===== src/rtl/add_seq_pkg.sv =====
// Shared types and helpers for the add_seq bit-serial (2 bits/clock) adder.
package add_seq_pkg;

    typedef enum logic [1:0] {IDLE, RUN, DONE} state_e;

    // Slice counter width; a single-slice adder still needs one bit.
    function automatic int cnt_width(input int width);
        int w;
        w = $clog2(width / 2);
        return (w < 1) ? 1 : w;
    endfunction

endpackage


===== src/rtl/add_seq_add2bit.sv =====
// add2bit: the 2-bit full-adder slice reused by add_seq, one slice per clock.
module add2bit (
    input  logic [1:0] a,
    input  logic [1:0] b,
    input  logic       c_in,
    output logic [1:0] sum,
    output logic       c_out
);

    assign {c_out, sum} = {1'b0, a} + {1'b0, b} + {2'b00, c_in};

endmodule


===== src/rtl/add_seq.sv =====
// Multi-cycle WIDTH-bit adder: one add2bit slice, LSB first, carry held in a flop.
// Define ADD_SEQ_SUB_EN to add the `sub` port (a + ~b + 1 when sub=1).
module add_seq
    import add_seq_pkg::*;
#(
    parameter int WIDTH = 8
) (
    input  logic             clk,
    input  logic             rst,
    input  logic             in_valid,
    output logic             in_ready,
    input  logic [WIDTH-1:0] a,
    input  logic [WIDTH-1:0] b,
    input  logic             c_in,
`ifdef ADD_SEQ_SUB_EN
    input  logic             sub,
`endif
    output logic             out_valid,
    input  logic             out_ready,
    output logic [WIDTH-1:0] sum,
    output logic             c_out,
    output logic             busy
);

    localparam int            CW       = cnt_width(WIDTH);
    localparam logic [CW-1:0] CNT_LAST = CW'(WIDTH / 2 - 1);

    if ((WIDTH % 2) != 0 || WIDTH < 2) begin : g_width_chk
        $error("add_seq: WIDTH must be even and at least 2");
    end

    state_e           state_q, state_d;
    logic [CW-1:0]    cnt_q, cnt_d;
    logic [WIDTH-1:0] a_sr_q, a_sr_d;
    logic [WIDTH-1:0] b_sr_q, b_sr_d;
    logic [WIDTH-1:0] sum_sr_q, sum_sr_d;
    logic             carry_q, carry_d;

    logic [1:0] b_slice;
    logic [1:0] slice_sum;
    logic       slice_co;
    logic       carry_init;

`ifdef ADD_SEQ_SUB_EN
    logic sub_q, sub_d;

    always_comb begin
        sub_d = sub_q;
        if (state_q == IDLE && in_valid) sub_d = sub;
    end

    always_ff @(posedge clk) begin
        if (rst) sub_q <= 1'b0;
        else     sub_q <= sub_d;
    end

    // Two's-complement subtract: invert b per slice, force the initial carry.
    assign b_slice    = sub_q ? ~b_sr_q[1:0] : b_sr_q[1:0];
    assign carry_init = c_in | sub;
`else
    assign b_slice    = b_sr_q[1:0];
    assign carry_init = c_in;
`endif

    add2bit u_add2bit (
        .a     (a_sr_q[1:0]),
        .b     (b_slice),
        .c_in  (carry_q),
        .sum   (slice_sum),
        .c_out (slice_co)
    );

    always_comb begin
        state_d  = state_q;
        cnt_d    = cnt_q;
        a_sr_d   = a_sr_q;
        b_sr_d   = b_sr_q;
        sum_sr_d = sum_sr_q;
        carry_d  = carry_q;
        case (state_q)
            IDLE: begin
                if (in_valid) begin
                    state_d  = RUN;
                    a_sr_d   = a;
                    b_sr_d   = b;
                    carry_d  = carry_init;
                    cnt_d    = '0;
                    sum_sr_d = '0;
                end
            end
            RUN: begin
                a_sr_d   = a_sr_q >> 2;
                b_sr_d   = b_sr_q >> 2;
                // Slice bits enter at the top; after WIDTH/2 shifts they sit in place.
                sum_sr_d = (sum_sr_q >> 2) | (WIDTH'(slice_sum) << (WIDTH - 2));
                carry_d  = slice_co;
                cnt_d    = cnt_q + 1'b1;
                if (cnt_q == CNT_LAST) state_d = DONE;
            end
            DONE: begin
                if (out_ready) state_d = IDLE;
            end
            default: state_d = IDLE;
        endcase
    end

    always_ff @(posedge clk) begin
        if (rst) begin
            state_q  <= IDLE;
            cnt_q    <= '0;
            a_sr_q   <= '0;
            b_sr_q   <= '0;
            sum_sr_q <= '0;
            carry_q  <= 1'b0;
        end else begin
            state_q  <= state_d;
            cnt_q    <= cnt_d;
            a_sr_q   <= a_sr_d;
            b_sr_q   <= b_sr_d;
            sum_sr_q <= sum_sr_d;
            carry_q  <= carry_d;
        end
    end

    assign in_ready  = (state_q == IDLE);
    assign out_valid = (state_q == DONE);
    assign busy      = (state_q == RUN) || (state_q == DONE);
    assign sum       = sum_sr_q;
    assign c_out     = carry_q;

endmodule

===== config.mk =====
export PLATFORM = sky130hd
export DESIGN_NAME = add_seq
export DESIGN_NICKNAME = d
export VERILOG_FILES = /design/src/rtl/add_seq_pkg.sv /design/src/rtl/add_seq_add2bit.sv /design/src/rtl/add_seq.sv
export SDC_FILE = /design/constraint.sdc
export NUM_CORES = 1
export LEC_CHECK = 0
export CAP_MARGIN = 20
export CORE_ASPECT_RATIO = 1.25
export CORE_MARGIN = 5
export CORE_UTILIZATION = 52
export CTS_CLUSTER_DIAMETER = 50
export DETAILED_ROUTE_END_ITERATION = 10
export PLACE_DENSITY = 0.83
export SYNTH_ARGS = -nofsm -noshare
export SYNTH_HDL_FRONTEND = slang
export SYNTH_SLANG_ARGS = --single-unit

===== constraint.sdc =====
create_clock -name clk -period 2.3 [get_ports clk]
set_input_delay 0.46 -clock clk [delete_from_list [all_inputs] [get_ports clk]]
set_output_delay 0.46 -clock clk [all_outputs]
set_load 0.05 [all_outputs]

## Word-level counts from Yosys, hierarchy flattened

Cells that the tools add are included.

| storage, ports and cells | value |
|---|---|
| input port bits | 21 |
| output and inout bits | 12 |
| register bits after elaboration | 29 |

| operators by class | value |
|---|---|
| eq/ne operators | 6 |
| reduce and logical (&&, ||, !) cells | 5 |
| bitwise logic cells | 1 |
| multiplexer cells | 14 |
| add/subtract/negate cells | 3 |

Operators by type and width:

| kind | count |
|---|---|
| 8-bit one-hot mux with 2 select lines | 3 |
| 8-bit 2-to-1 mux | 3 |
| 2-bit 2-to-1 mux | 4 |
| 6-bit by 8-bit OR with 8-bit output | 1 |
| 2-bit one-hot mux with 3 select lines | 1 |
| 2-bit equality test (second input constant) | 2 |
| 2-bit inequality test (second input constant) | 2 |
| 2-bit one-hot mux with 2 select lines | 1 |
| 2-bit by 2-bit adder with 3-bit output | 1 |
| 3-bit by 1-bit adder with 3-bit output | 1 |
| 3-bit AND reduction | 1 |
| 2-bit by 1-bit adder with 2-bit output (second input constant) | 1 |
| 2-bit by 1-bit equality test with 1-bit output (second input constant) | 1 |
| 2-bit zero test | 1 |
| 2-bit by 1-bit inequality test with 1-bit output (second input constant) | 1 |
| 1-bit one-hot mux with 2 select lines | 1 |
| 2-bit AND reduction | 1 |
| 2-bit nonzero test | 1 |
| 1-bit logical OR | 1 |
| 1-bit 2-to-1 mux | 1 |

## Logic depth before layout (Yosys ltp)

Gate-level depths: netlist of run 1.

| depth | value |
|---|---|
| word-level depth | 4 |
| gate-level depth with buffers | 7 |

## Hierarchy

From an unflattened synthesis of run 1, not the netlist that was laid out.

| second synthesis, totals | value |
|---|---|
| cells, all modules | 144 |
| area, all modules | 1456.4 µm² |

By module, submodules not included:

| module | cells an instance | seq. area each (µm²) | area an instance (µm²) | times used |
|---|---|---|---|---|
| add_seq | 134 | 580.6 | 1386.3 | 1 |
| add2bit | 10 | 0.0 | 70.1 | 1 |

## Least setup slack after synthesis of run 1

OpenSTA, ideal clock, no wires.

| timing path | value |
|---|---|
| path kind | register to register |
| start point | register state_q[0] |
| end point | register carry_q, in the netlist c_out |
| arrival | 1697 ps |
| setup slack | 479 ps |
| stages on the path, launching flop included | 8 |
| required time | 2176 ps |
| path through | dfxtp_1 -> inv_1 -> ha_1 -> buf_6 -> mux2_4 -> buf_6 -> nor2_1 -> a211oi_2 |

| on the way | value |
|---|---|
| word-level cells in the longest chain between the ends | 3 |
| elaborated cells between the ends (all ways) | 6 |

RTL lines:

| element | RTL line | source |
|---|---|---|
| from (decl) | add_seq.sv:32 | `state_e state_q, state_d;` |
| from (signal assigned) | add_seq.sv:116 | `state_q <= state_d;` |
| 2-bit zero test * | -- |  |
| named net in_ready | add_seq.sv:11 | `output logic in_ready,` |
| 2-bit inequality test (no line) / 2-bit nonzero test (equally long branches) | -- |  |
| 2-bit AND reduction (no line) | -- |  |
| to (signal assigned) | add_seq.sv:121 | `carry_q <= carry_d;` |
| to (decl) | add_seq.sv:37 | `logic carry_q, carry_d;` |

Mark *: on every way through the listed nets, which the timed path passes. The rest lies on a longest branch.
A chain may end at the register's enable or synchronous reset.

## Worst setup path in the final report of run 1

| timing path | value |
|---|---|
| start point | register state_q[0] |
| end point | output port out_valid |

| on the way | value |
|---|---|
| word-level cells in the longest chain between the ends | 1 |

RTL lines:

| element | RTL line | source |
|---|---|---|
| 2-bit equality test | add_seq.sv:126 | `assign out_valid = (state_q == DONE);` |
| to (decl) | add_seq.sv:18 | `output logic out_valid,` |

Every way passes these cells.

==> tab_implementation.tex, run 1 <==
\begin{tabular}{lr}
\hline
Metric & Value \\
\hline
\multicolumn{2}{l}{\textbf{Status}} \\
Status & finished, final reports clean \\
\multicolumn{2}{l}{\textbf{Final layout}} \\
\# diodes & 0 \\
Commonest non-fill, non-tap cell in the layout & sky130\_fd\_sc\_hd\_\_clkdlybuf4s50\_1 \\
Number of fill cells in the layout & 219 \\
Area Overhead vs Synth & 27.31\% \\
Nets@finish & 192 \\
Footprint of the flip-flops and latches & 580.6 sq um \\
Commonest cells after routing, fill and taps aside & sky130\_fd\_sc\_hd\_\_clkdlybuf4s50\_1 (30), sky130\_fd\_sc\_hd\_\_dfxtp\_1 (29), sky130\_fd\_sc\_hd\_\_nor2\_1 (25), sky130\_fd\_sc\_hd\_\_mux2i\_1 (14), sky130\_fd\_sc\_hd\_\_a211oi\_2 (13) \\
Final core utilization & 68.14\% \\
Ratio of cells with drive above 1 in the final layout & 18.67\% \\
Area of the multi-input gates & 732.0 sq um \\
\multicolumn{2}{l}{\textbf{Floorplanning}} \\
Floorplan die area & 0.003851 sq mm \\
Initial Utilization & 53.52\% \\
Die X & 56.52 microns \\
Number of primary I/O pins & 33 \\
Chip Height & 68.15 microns \\
Core area & 0.002628 sq mm \\
Row count & 21 \\
\multicolumn{2}{l}{\textbf{Synthesis}} \\
Sequential fraction of the synthesis area & 41.28\% \\
Area of the mapped netlist & 0.001406 sq mm \\
Area fraction of the dominant cell type after synthesis & 41.28\% \\
Mean cell area of the mapped netlist & 10.65 sq um \\
Yosys warning count & 0 \\
Top cells by area, synth & sky130\_fd\_sc\_hd\_\_dfxtp\_1 (41\%), sky130\_fd\_sc\_hd\_\_a211oi\_2 (12\%), sky130\_fd\_sc\_hd\_\_mux2i\_1 (10\%) \\
Post-synth top area cell & sky130\_fd\_sc\_hd\_\_dfxtp\_1 \\
Netlist cell types & 30 \\
Synthesized netlist cell count & 132 \\
Syn nets & 159 \\
Count of state elements after synthesis & 29 \\
\multicolumn{2}{l}{\textbf{STA}} \\
Unrepaired setup endpoints after global routing & no \\
Post-route worst hold slack & 0.4933 ns \\
Number of hold violations in the final report & 0 \\
Slew at the pin closest to its max-slew limit & 0.5388 ns \\
Final clock period utilization by the worst path & 94.38\% \\
Headroom to the max-slew limit & 63.97\% \\
Peak clock frequency supported by timing & 460.7 MHz \\
Final Setup Violations & 0 \\
Worst clock skew & 0.01139 ns \\
Post-route setup TNS & 0 ns \\
Number of pins with negative max-slew slack in the final report & 0 \\
Tmin final & 2.171 ns \\
\multicolumn{2}{l}{\textbf{Setup path}} \\
Arrival time worst endpoint & 1.71 ns \\
Register-to-register setup slack & 0.58 ns \\
Setup crit end kind & output port \\
Startpoint of the worst-slack reg-to-reg timing path & state\_q[1] \\
CP Data Required Time & 1.84 ns \\
Worst-path fanout max & 3 \\
Worst Reg2Reg Path Length in Cells & 5 \\
WS Path Type & reg2out \\
Worst flop-to-flop path endpoint & c\_out \\
Category of the worst setup path launch point & flop \\
\multicolumn{2}{l}{\textbf{Clock network}} \\
Clock tree from TritonCTS & built \\
Buffer cell driving the clock tree root & sky130\_fd\_sc\_hd\_\_clkbuf\_4 \\
Number of hold buffers added after CTS & 0 \\
Clock sink total & 29 \\
H-tree levels & 2 \\
Maximum root-to-sink buffer count & 2 \\
Setup repair bufs after CTS & 0 \\
Clock transition time at the flip-flop clock pins of the worst setup and hold paths & 0.09 ns \\
Total clock buffers created by CTS & 5 \\
Clock latency reported for the late side of the worst-skew pair & 0.33 ns \\
Count of cells resized by post-cts repair & 1 \\
\multicolumn{2}{l}{\textbf{Place}} \\
IO Port Bufs & 32 \\
Sum of net half-perimeters after detailed placement & 2.089 mm \\
Routability cong. & 0.7249 \\
\multicolumn{2}{l}{\textbf{Power and ir drop}} \\
IR Drop Worst-Case VDD & 0.5645 mV \\
Power Dens Cells & 964.9 mW/mm\^{}2 \\
Lkg Pwr & 0.6724 nW \\
\multicolumn{2}{l}{\textbf{Routing}} \\
Number of vias in the routed layout & 1101 \\
Number of remaining DRC errors & 0 \\
Detailed Route WL & 2.959 mm \\
Detailed-routing iteration count for the pre-antenna-repair pass & 4 \\
Count of nets left with antenna violations after detail routing & 0 \\
Vias per inst & 5.505 \\
DRC violation total after the first TritonRoute iteration & 38 \\
Avg WL per Cell & 14.80 microns \\
\multicolumn{2}{l}{\textbf{Worst hold path}} \\
Tightest Hold Check Type & reg2reg \\
Worst Min Path Start & cnt\_q[0] \\
Sink of the worst hold path & cnt\_q[0] \\
Cells on Worst Hold Path & 2 \\
\multicolumn{2}{l}{\textbf{GRT}} \\
Pin count of the biggest net entering global routing & 27 \\
Total track usage & 17.08\% \\
Initial antenna violation count & 0 \\
Global-route wire length before repair & 5.057 mm \\
Overflow left after global routing & 0 \\
Number of global-route vias before repair & 1152 \\
\multicolumn{2}{l}{\textbf{Flow run}} \\
Number of max-cap violations & 0 \\
\hline
\end{tabular}
## worst max-delay path, cell delays in order (launching register included)
cell	delay, ns
sky130_fd_sc_hd__dfxtp_1	0.34
sky130_fd_sc_hd__inv_1	0.09
sky130_fd_sc_hd__ha_1	0.16
sky130_fd_sc_hd__clkdlybuf4s50_1	0.80
## routing by layer
metal	up-vias	global-route usage (%)	wire length, microns
li1	546	-	-
met1	523	18.86	1257
met2	25	28.90	1457
met3	7	6.792	185
met4	0	8.012	59
met5	-	0	0
## sequential cells by signal (all words and copies together) (netlist names)
register and cells:
sum 8, state_q 2, c_out 1, b_sr_q 8, cnt_q 2, a_sr_q 8
## per-stage QoR
stage          setup WS, ns  cells  instance area [sq um]  power (mW)
6_report             0.1292    200                   1790       1.728
5_1_grt             0.06346    200                   1790       1.834
4_1_cts              0.1123    200                   1790       1.748
3_5_place_dp         0.3383    192                   1722       1.397
3_3_place_gp         0.3846    192                   1722       1.366
2_1_floorplan        0.4789    132                   1406       1.258
## report_power, final
part | switching, mW | internal, mW | total (mW)
registers | 0.0588 | 0.591 | 0.650
clock network | 0.176 | 0.177 | 0.353
logic | 0.424 | 0.301 | 0.725
total | 0.659 | 1.07 | 1.73
## kinds of logic (layout without fill, tap and decap cells)
kind of cell	after synthesis	in the layout	synth area share, %
compound gates	30	30	21.35
fa+ha+maj	6	6	6.406
buf+inv	14	48	6.671
flops	29	29	41.28
mux	16	16	12.01
simple gates	37	37	12.28
## area by class of cell
class                   count  area share [%]
clock buffers               7           3.634
inverters                   3          0.6289
flip-flops and latches     29           32.42
repair buffers             37           19.78
well taps                  34           2.376
clock inverters             1          0.2795
multi-input cells          89           40.88
## synth_stat cells (all sizes together)
library cell   n
o31a           1
a32oi          9
and3b          1
o32ai          1
a211oi        14
nand2b         3
mux2i         15
a22oi          3
nor2          25
dfxtp         29
nor3           2
nand3b         1
fa             2
and2b          1
a31oi          1
ha             4
or2b           1
nand2          1
mux2           1
buf           10
a21oi          1
clkbuf         1
inv            3
nor2b          2
## worst max-delay path by stage
stage               start         to  slack [ns]  cells after the start
2_1_floorplan  state_q[0]      c_out        0.48                      7
3_3_place_gp   state_q[0]       busy        0.38                      3
3_5_place_dp   state_q[0]       busy        0.34                      3
4_1_cts        state_q[0]  out_valid        0.11                      3
5_1_grt        state_q[0]  out_valid        0.06                      3
6_report       state_q[0]  out_valid        0.13                      3
Power figures use the tool's default switching activity.
==> run 2: changes to the inputs <==
--- a/config.mk
+++ b/config.mk
@@ -8,10 +8,12 @@
 export CAP_MARGIN = 20
 export CORE_ASPECT_RATIO = 1.25
 export CORE_MARGIN = 5
-export CORE_UTILIZATION = 52
+export CORE_UTILIZATION = 53
 export CTS_CLUSTER_DIAMETER = 50
 export DETAILED_ROUTE_END_ITERATION = 10
-export PLACE_DENSITY = 0.83
+export PLACE_DENSITY = 0.84
+export SETUP_SLACK_MARGIN = 0.4
 export SYNTH_ARGS = -nofsm -noshare
 export SYNTH_HDL_FRONTEND = slang
+export SYNTH_HIERARCHICAL = 1
 export SYNTH_SLANG_ARGS = --single-unit
==> run 2 against run 1 <==
Against the previous run: critical path depth increased by 4; die area increased by 1.3%; combinational power increased by 52%; area after synthesis increased by 3.6%; fmax increased by 19%; via count increased by 3.3%.
==> tab_implementation.tex, run 2 <==
\begin{tabular}{lr}
\hline
Metric & Value \\
\hline
\multicolumn{2}{l}{\textbf{Clock network}} \\
Clock tree from TritonCTS & built \\
H-tree levels & 2 \\
Clock latency reported for the late side of the worst-skew pair & 0.33 ns \\
Clock sink total & 29 \\
Total clock buffers created by CTS & 5 \\
Clock transition time at the flip-flop clock pins of the worst setup and hold paths & 0.09 ns \\
Number of hold buffers added after CTS & 0 \\
Buffer cell driving the clock tree root & sky130\_fd\_sc\_hd\_\_clkbuf\_4 \\
Maximum root-to-sink buffer count & 2 \\
\multicolumn{2}{l}{\textbf{Worst hold path}} \\
Worst Min Path Start & cnt\_q[0] \\
Sink of the worst hold path & cnt\_q[0] \\
Cells on Worst Hold Path & 2 \\
Tightest Hold Check Type & reg2reg \\
\multicolumn{2}{l}{\textbf{STA}} \\
Slew at the pin closest to its max-slew limit & 0.5318 ns \\
Number of hold violations in the final report & 0 \\
Tmin final & 1.832 ns \\
Final clock period utilization by the worst path & 79.64\% \\
Headroom to the max-slew limit & 64.44\% \\
Peak clock frequency supported by timing & 545.9 MHz \\
Post-route setup TNS & 0 ns \\
Number of pins with negative max-slew slack in the final report & 0 \\
Final setup margin & 0.4682 ns \\
Worst clock skew & 0.01108 ns \\
Unrepaired setup endpoints after global routing & no \\
Post-route worst hold slack & 0.4983 ns \\
Final Setup Violations & 0 \\
\multicolumn{2}{l}{\textbf{Setup path}} \\
Worst Reg2Reg Path Length in Cells & 7 \\
List of cells traversed by the critical path & inv\_1, fa\_1, fa\_1, inv\_1, mux2i\_1, o221a\_2, nor2\_1 \\
Setup crit end kind & flop \\
Category of the worst setup path launch point & flop \\
WS Path Type & reg2reg \\
Startpoint of the worst-slack reg-to-reg timing path & a\_sr\_q[0] \\
Peak per-stage delay on the critical path & 0.49 ns \\
Arrival time worst endpoint & 2.05 ns \\
Cell with the largest stage delay on the worst path & sky130\_fd\_sc\_hd\_\_fa\_1 \\
Register-to-register setup slack & 0.47 ns \\
Worst-path fanout max & 2 \\
CP Data Required Time & 2.52 ns \\
Worst flop-to-flop path endpoint & sum[7] \\
\multicolumn{2}{l}{\textbf{Floorplanning}} \\
Chip Height & 68.61 microns \\
Number of primary I/O pins & 33 \\
Core area & 0.002654 sq mm \\
Initial Utilization & 54.88\% \\
Floorplan die area & 0.003903 sq mm \\
Die X & 56.89 microns \\
Row count & 21 \\
\multicolumn{2}{l}{\textbf{Routing}} \\
Count of nets left with antenna violations after detail routing & 0 \\
Vias per inst & 5.389 \\
Number of remaining DRC errors & 0 \\
Detailed-routing iteration count for the pre-antenna-repair pass & 4 \\
Number of vias in the routed layout & 1137 \\
Detailed Route WL & 3.100 mm \\
Avg WL per Cell & 14.69 microns \\
DRC violation total after the first TritonRoute iteration & 34 \\
\multicolumn{2}{l}{\textbf{Final layout}} \\
Final core utilization & 68.36\% \\
Ratio of cells with drive above 1 in the final layout & 18.08\% \\
\# diodes & 0 \\
Number of fill cells in the layout & 213 \\
Footprint of the flip-flops and latches & 585.6 sq um \\
Layout Cells excl Fill & 211 \\
Nets@finish & 204 \\
Commonest non-fill, non-tap cell in the layout & sky130\_fd\_sc\_hd\_\_dfxtp\_1 \\
Commonest cells after routing, fill and taps aside & sky130\_fd\_sc\_hd\_\_dfxtp\_1 (27), sky130\_fd\_sc\_hd\_\_nor2\_1 (25), sky130\_fd\_sc\_hd\_\_clkdlybuf4s50\_1 (20), sky130\_fd\_sc\_hd\_\_mux2i\_1 (15), sky130\_fd\_sc\_hd\_\_a211oi\_2 (13) \\
Area of the multi-input gates & 753.2 sq um \\
Area Overhead vs Synth & 24.57\% \\
\multicolumn{2}{l}{\textbf{GRT}} \\
Number of global-route vias before repair & 1183 \\
Overflow left after global routing & 0 \\
Total track usage & 17.17\% \\
Initial antenna violation count & 0 \\
Global-route wire length before repair & 5.147 mm \\
Pin count of the biggest net entering global routing & 27 \\
\multicolumn{2}{l}{\textbf{Synthesis}} \\
Synthesized netlist cell count & 144 \\
Post-synth top area cell & sky130\_fd\_sc\_hd\_\_dfxtp\_1 \\
Post-synth EDFFs & 0 \\
Yosys warning count & 6 \\
Sequential fraction of the synthesis area & 39.86\% \\
Count of state elements after synthesis & 29 \\
Syn nets & 172 \\
Fraction of registers with async set/reset & 0\% \\
Mean cell area of the mapped netlist & 10.11 sq um \\
Area of the mapped netlist & 0.001456 sq mm \\
Top cells by area, synth & sky130\_fd\_sc\_hd\_\_dfxtp\_1 (40\%), sky130\_fd\_sc\_hd\_\_a211oi\_2 (11\%), sky130\_fd\_sc\_hd\_\_mux2i\_1 (10\%) \\
Top cells by count, synth & sky130\_fd\_sc\_hd\_\_dfxtp\_1 (29), sky130\_fd\_sc\_hd\_\_nor2\_1 (25), sky130\_fd\_sc\_hd\_\_mux2i\_1 (15), sky130\_fd\_sc\_hd\_\_a211oi\_2 (13), sky130\_fd\_sc\_hd\_\_inv\_1 (12) \\
Area fraction of the dominant cell type after synthesis & 39.86\% \\
Main flop type after synthesis & sky130\_fd\_sc\_hd\_\_dfxtp\_1 \\
Most frequent cell after synthesis & sky130\_fd\_sc\_hd\_\_dfxtp\_1 \\
Netlist cell types & 27 \\
\multicolumn{2}{l}{\textbf{Place}} \\
Routability cong. & 0.7792 \\
Dpl cells & 203 \\
IO Port Bufs & 32 \\
Sum of net half-perimeters after detailed placement & 2.228 mm \\
Worst slack at placement & 0.3303 ns \\
\multicolumn{2}{l}{\textbf{Power and ir drop}} \\
IR Drop Worst-Case VDD & 0.9426 mV \\
Power Dens Cells & 1166 mW/mm\^{}2 \\
Lkg Pwr & 0.7294 nW \\
\multicolumn{2}{l}{\textbf{Flow run}} \\
Number of max-cap violations & 0 \\
\multicolumn{2}{l}{\textbf{Status}} \\
Status & finished, final reports clean \\
\hline
\end{tabular}
run 2: cell count changes after synthesis, sizes merged, moves of 2 or more:
cell	before	now
inv	3	12
nand3	0	2
nand4	0	2
nor3	2	0
o31ai	0	2
run 2: per-layer routing:
metal,part of all wire [%],track usage (%),vias to the layer above
met1,41,17.94,530
met4,1.5,8.406,0
met5,0,0,-
met2,54,31.57,25
li1,-,-,576
met3,3.8,5.028,6
run 2: critical path: cells and delay by family, from the launching register on:
kind	cells	cell delay (ns)
AOI/OAI and AO/OA	1	0.20
adders and majority gates	2	0.92
buffers and inverters	2	0.11
DFF	1	0.33
muxes	1	0.13
and+or+nand+nor	1	0.03
run 2: worst max-delay path by stage:
| stage | cells after the start | endpoint | slack [ns] | from |
|---|---|---|---|---|
| detailed placement | 4 | state_q[1] | 0.33 | in_valid |
| CTS | 3 | out_valid | 0.36 | state_q[0] |
| finish | 7 | sum[7] | 0.47 | a_sr_q[0] |
| floorplan | 7 | c_out | 0.44 | state_q[1] |
| global placement | 4 | state_q[0] | 0.44 | in_valid |
| global route | 7 | sum[7] | 0.41 | a_sr_q[0] |
run 2: layout make-up:
cell class,instances,share of cell area (%)
Clock buffer,8,3.241
Inverter,12,2.483
Multi-Input combinational cell,92,41.52
Sequential cell,29,32.28
Tap cell,34,2.345
Timing Repair Buffer,36,18.14
run 2: repair_timing:
action,in CTS,in global routing
setup endpoints to repair,10,18
gates resized for setup,10,5
buffers inserted,0,0
run 2: cells by family (layout without fill, tap and decap cells):
group           count (synthesis)  in the layout  share of synthesized area (%)
fa+ha+maj                       7              7                          7.045
flops                          29             29                          39.86
buf+inv                        23             56                          8.762
mux                            16             16                          11.34
simple gates                   39             39                          12.37
compound gates                 30             30                          20.62
run 2: power by group:
| group | internal (mW) | switching (mW) | leakage [nW] | total, mW |
|---|---|---|---|---|
| logic | 0.419 | 0.680 | 0.458 | 1.10 |
| registers | 0.629 | 0.0741 | 0.239 | 0.703 |
| clock network | 0.150 | 0.163 | 0.0326 | 0.314 |
run 2: stage by stage:
| step | cell area, sq um | power (mW) |
|---|---|---|
| global route | 1814 | 2.269 |
| finish | 1814 | 2.115 |
| global placement | 1765 | 1.757 |
| detailed placement | 1765 | 1.807 |
| floorplan | 1460 | 1.640 |
| CTS | 1812 | 2.117 |
==> run 3: changes to the inputs <==
--- a/config.mk
+++ b/config.mk
@@ -8,10 +8,10 @@
 export CAP_MARGIN = 20
 export CORE_ASPECT_RATIO = 1.25
 export CORE_MARGIN = 5
-export CORE_UTILIZATION = 53
+export CORE_UTILIZATION = 49
 export CTS_CLUSTER_DIAMETER = 50
 export DETAILED_ROUTE_END_ITERATION = 10
-export PLACE_DENSITY = 0.84
+export PLACE_DENSITY = 0.78
 export SETUP_SLACK_MARGIN = 0.4
 export SYNTH_ARGS = -nofsm -noshare
 export SYNTH_HDL_FRONTEND = slang
==> constraint.sdc (replaced) <==
create_clock -name clk -period 1.7 [get_ports clk]
set_input_delay 0.34 -clock clk [delete_from_list [all_inputs] [get_ports clk]]
set_output_delay 0.34 -clock clk [all_outputs]
set_load 0.05 [all_outputs]
==> run 3 against run 2 <==
Against the previous run: the flow now finishes with violations (negative setup slack); design area up 24%; die area up 6.8%; critical endpoint unchanged; clock-buffer cell count down 3; worst setup slack worse by 0.59 ns.
==> tab_implementation.tex, run 3 (synthesis results as in run 2) <==
\begin{tabular}{lr}
\hline
Metric & Value \\
\hline
\multicolumn{2}{l}{\textbf{Final layout}} \\
Nets@finish & 224 \\
Footprint of the flip-flops and latches & 591.8 sq um \\
Commonest cells after routing, fill and taps aside & sky130\_fd\_sc\_hd\_\_dfxtp\_1 (24), sky130\_fd\_sc\_hd\_\_buf\_4 (21), sky130\_fd\_sc\_hd\_\_clkdlybuf4s50\_1 (20), sky130\_fd\_sc\_hd\_\_mux2i\_1 (14), sky130\_fd\_sc\_hd\_\_nor2\_1 (14) \\
Area Overhead vs Synth & 54.04\% \\
Commonest non-fill, non-tap cell in the layout & sky130\_fd\_sc\_hd\_\_dfxtp\_1 \\
Layout Cells excl Fill & 231 \\
Area of the multi-input gates & 894.6 sq um \\
\# diodes & 0 \\
Ratio of cells with drive above 1 in the final layout & 46.67\% \\
Number of fill cells in the layout & 194 \\
\multicolumn{2}{l}{\textbf{STA}} \\
Unrepaired setup endpoints after global routing & yes \\
Number of hold violations in the final report & 0 \\
Slew at the pin closest to its max-slew limit & 0.2687 ns \\
Number of pins with negative max-slew slack in the final report & 0 \\
Final setup margin & -0.1178 ns \\
Peak clock frequency supported by timing & 550.1 MHz \\
Final clock period utilization by the worst path & 106.9\% \\
Worst clock skew & 0.009048 ns \\
Final Setup Violations & 1 \\
Headroom to the max-slew limit & 82.09\% \\
Tmin final & 1.818 ns \\
\multicolumn{2}{l}{\textbf{Clock network}} \\
Clock sink total & 29 \\
Buffer cell driving the clock tree root & sky130\_fd\_sc\_hd\_\_clkbuf\_4 \\
Clock transition time at the flip-flop clock pins of the worst setup and hold paths & 0.09 ns \\
H-tree levels & 2 \\
Clock tree from TritonCTS & built \\
Number of hold buffers added after CTS & 0 \\
Clock latency reported for the late side of the worst-skew pair & 0.32 ns \\
Total clock buffers created by CTS & 5 \\
Maximum root-to-sink buffer count & 2 \\
\multicolumn{2}{l}{\textbf{GRT}} \\
Pin count of the biggest net entering global routing & 22 \\
Total track usage & 16.59\% \\
Overflow left after global routing & 0 \\
Initial antenna violation count & 0 \\
Global-route wire length before repair & 5.478 mm \\
Number of global-route vias before repair & 1255 \\
\multicolumn{2}{l}{\textbf{Setup path}} \\
CP most frequent cell & sky130\_fd\_sc\_hd\_\_inv\_2 \\
Worst Reg2Reg Path Length in Cells & 7 \\
Worst-path fanout max & 2 \\
Category of the worst setup path launch point & flop \\
Startpoint of the worst-slack reg-to-reg timing path & a\_sr\_q[0] \\
Cell family contributing the most delay on the critical path & adder cells \\
Arrival time worst endpoint & 2.03 ns \\
Setup crit end kind & flop \\
Cell with the largest stage delay on the worst path & sky130\_fd\_sc\_hd\_\_fa\_1 \\
Register-to-register setup slack & -0.12 ns \\
CP Data Required Time & 1.92 ns \\
Peak per-stage delay on the critical path & 0.50 ns \\
List of cells traversed by the critical path & inv\_2, fa\_2, fa\_1, inv\_2, mux2i\_1, o221a\_2, nor2\_1 \\
WS Path Type & reg2reg \\
Crit path buf inv count & 2 \\
Worst flop-to-flop path endpoint & sum[7] \\
\multicolumn{2}{l}{\textbf{Routing}} \\
Detailed Route WL & 3.502 mm \\
Avg WL per Cell & 15.16 microns \\
Vias per inst & 5.429 \\
DRC violation total after the first TritonRoute iteration & 16 \\
Number of vias in the routed layout & 1254 \\
Number of remaining DRC errors & 0 \\
Count of nets left with antenna violations after detail routing & 0 \\
Detailed-routing iteration count for the pre-antenna-repair pass & 4 \\
\multicolumn{2}{l}{\textbf{Status}} \\
Status & complete, but fails checks \\
Violated checks & negative setup slack \\
\multicolumn{2}{l}{\textbf{Place}} \\
Sum of net half-perimeters after detailed placement & 2.198 mm \\
IO Port Bufs & 32 \\
Routability cong. & 0.7468 \\
Dpl cells & 210 \\
\multicolumn{2}{l}{\textbf{Power and ir drop}} \\
Lkg Pwr & 0.8749 nW \\
IR Drop Worst-Case VDD & 1.708 mV \\
Overall power after layout & 3.826 mW \\
Power Dens Cells & 1706 mW/mm\^{}2 \\
\multicolumn{2}{l}{\textbf{Floorplanning}} \\
Number of primary I/O pins & 33 \\
Chip Height & 70.96 microns \\
Floorplan die area & 0.004169 sq mm \\
Die X & 58.76 microns \\
Core area & 0.002890 sq mm \\
Row count & 22 \\
Initial Utilization & 50.39\% \\
\multicolumn{2}{l}{\textbf{Worst hold path}} \\
Tightest Hold Check Type & reg2reg \\
Cells on Worst Hold Path & 2 \\
Worst Min Path Start & a\_sr\_q[1] \\
Sink of the worst hold path & a\_sr\_q[1] \\
\multicolumn{2}{l}{\textbf{Flow run}} \\
Number of max-cap violations & 0 \\
\hline
\end{tabular}
-- run 3: through the flow --
stage	hold slack, ns	util (%)	setup WS (ns)	cell area (sq um)	TNS [ns]
finish	0.4972	77.62	-0.1178	2243	-0.1178
global route	0.5121	77.62	-0.1619	2243	-0.1619
CTS	0.4931	70.61	-0.03902	2041	-0.03902
detailed placement	0.4792	66.06	-0.05126	1909	-0.2231
global placement	0.4514	66.06	-0.03005	1909	-0.03005
floorplan	0.4440	-	-0.07977	1550	-0.07977
-- run 3: worst max path at each step --
stage                     cells past startpoint      start      to  slack, ns
after floorplan                               7      c_out  sum[7]      -0.08
after global placement                        7  a_sr_q[0]  sum[7]      -0.03
after detailed placement                      7  a_sr_q[0]  sum[7]      -0.05
after CTS                                     7  a_sr_q[0]  sum[7]      -0.04
after global routing                          7  a_sr_q[0]  sum[7]      -0.16
final                                         7  a_sr_q[0]  sum[7]      -0.12
-- run 3: area by class of cell --
class                           instances  area share (%)
Sequential cell                        29           26.38
Clock inverter                          1          0.2231
Multi-Input combinational cell         92           39.88
Tap cell                               36           2.008
Timing Repair Buffer                   56           27.61
Inverter                               12           2.231
Clock buffer                            5           1.673
-- run 3: per-layer routing --
layer  up-vias  GRT usage (%)  share of wire [%]
met1       595          19.03                 39
li1        616              -                  -
met3         7          6.934                5.8
met2        36          28.26                 54
met5         -              0                  0
met4         0          3.778                1.3
-- run 3: what timing repair did --
action | in CTS | in global routing
pin swaps | 0 | 12
endpoints found under the setup margin | 32 | 33
buffers inserted | 6 | 6
resized for setup | 12 | 22
gates cloned | 0 | 3
-- run 3: tightest hold or removal path, stage by stage (launching register included) --
cell and delay [ns]:
sky130_fd_sc_hd__dfxtp_1 0.34, sky130_fd_sc_hd__nor2_4 0.08, sky130_fd_sc_hd__a211oi_2 0.04
-- run 3: power by group --
part	internal, mW	leakage (nW)	total, mW	switching, mW
combinational	1.27	0.608	2.44	1.17
clock	0.143	0.0269	0.370	0.227
sequential	0.862	0.240	1.02	0.155
total	2.28	0.875	3.83	1.55
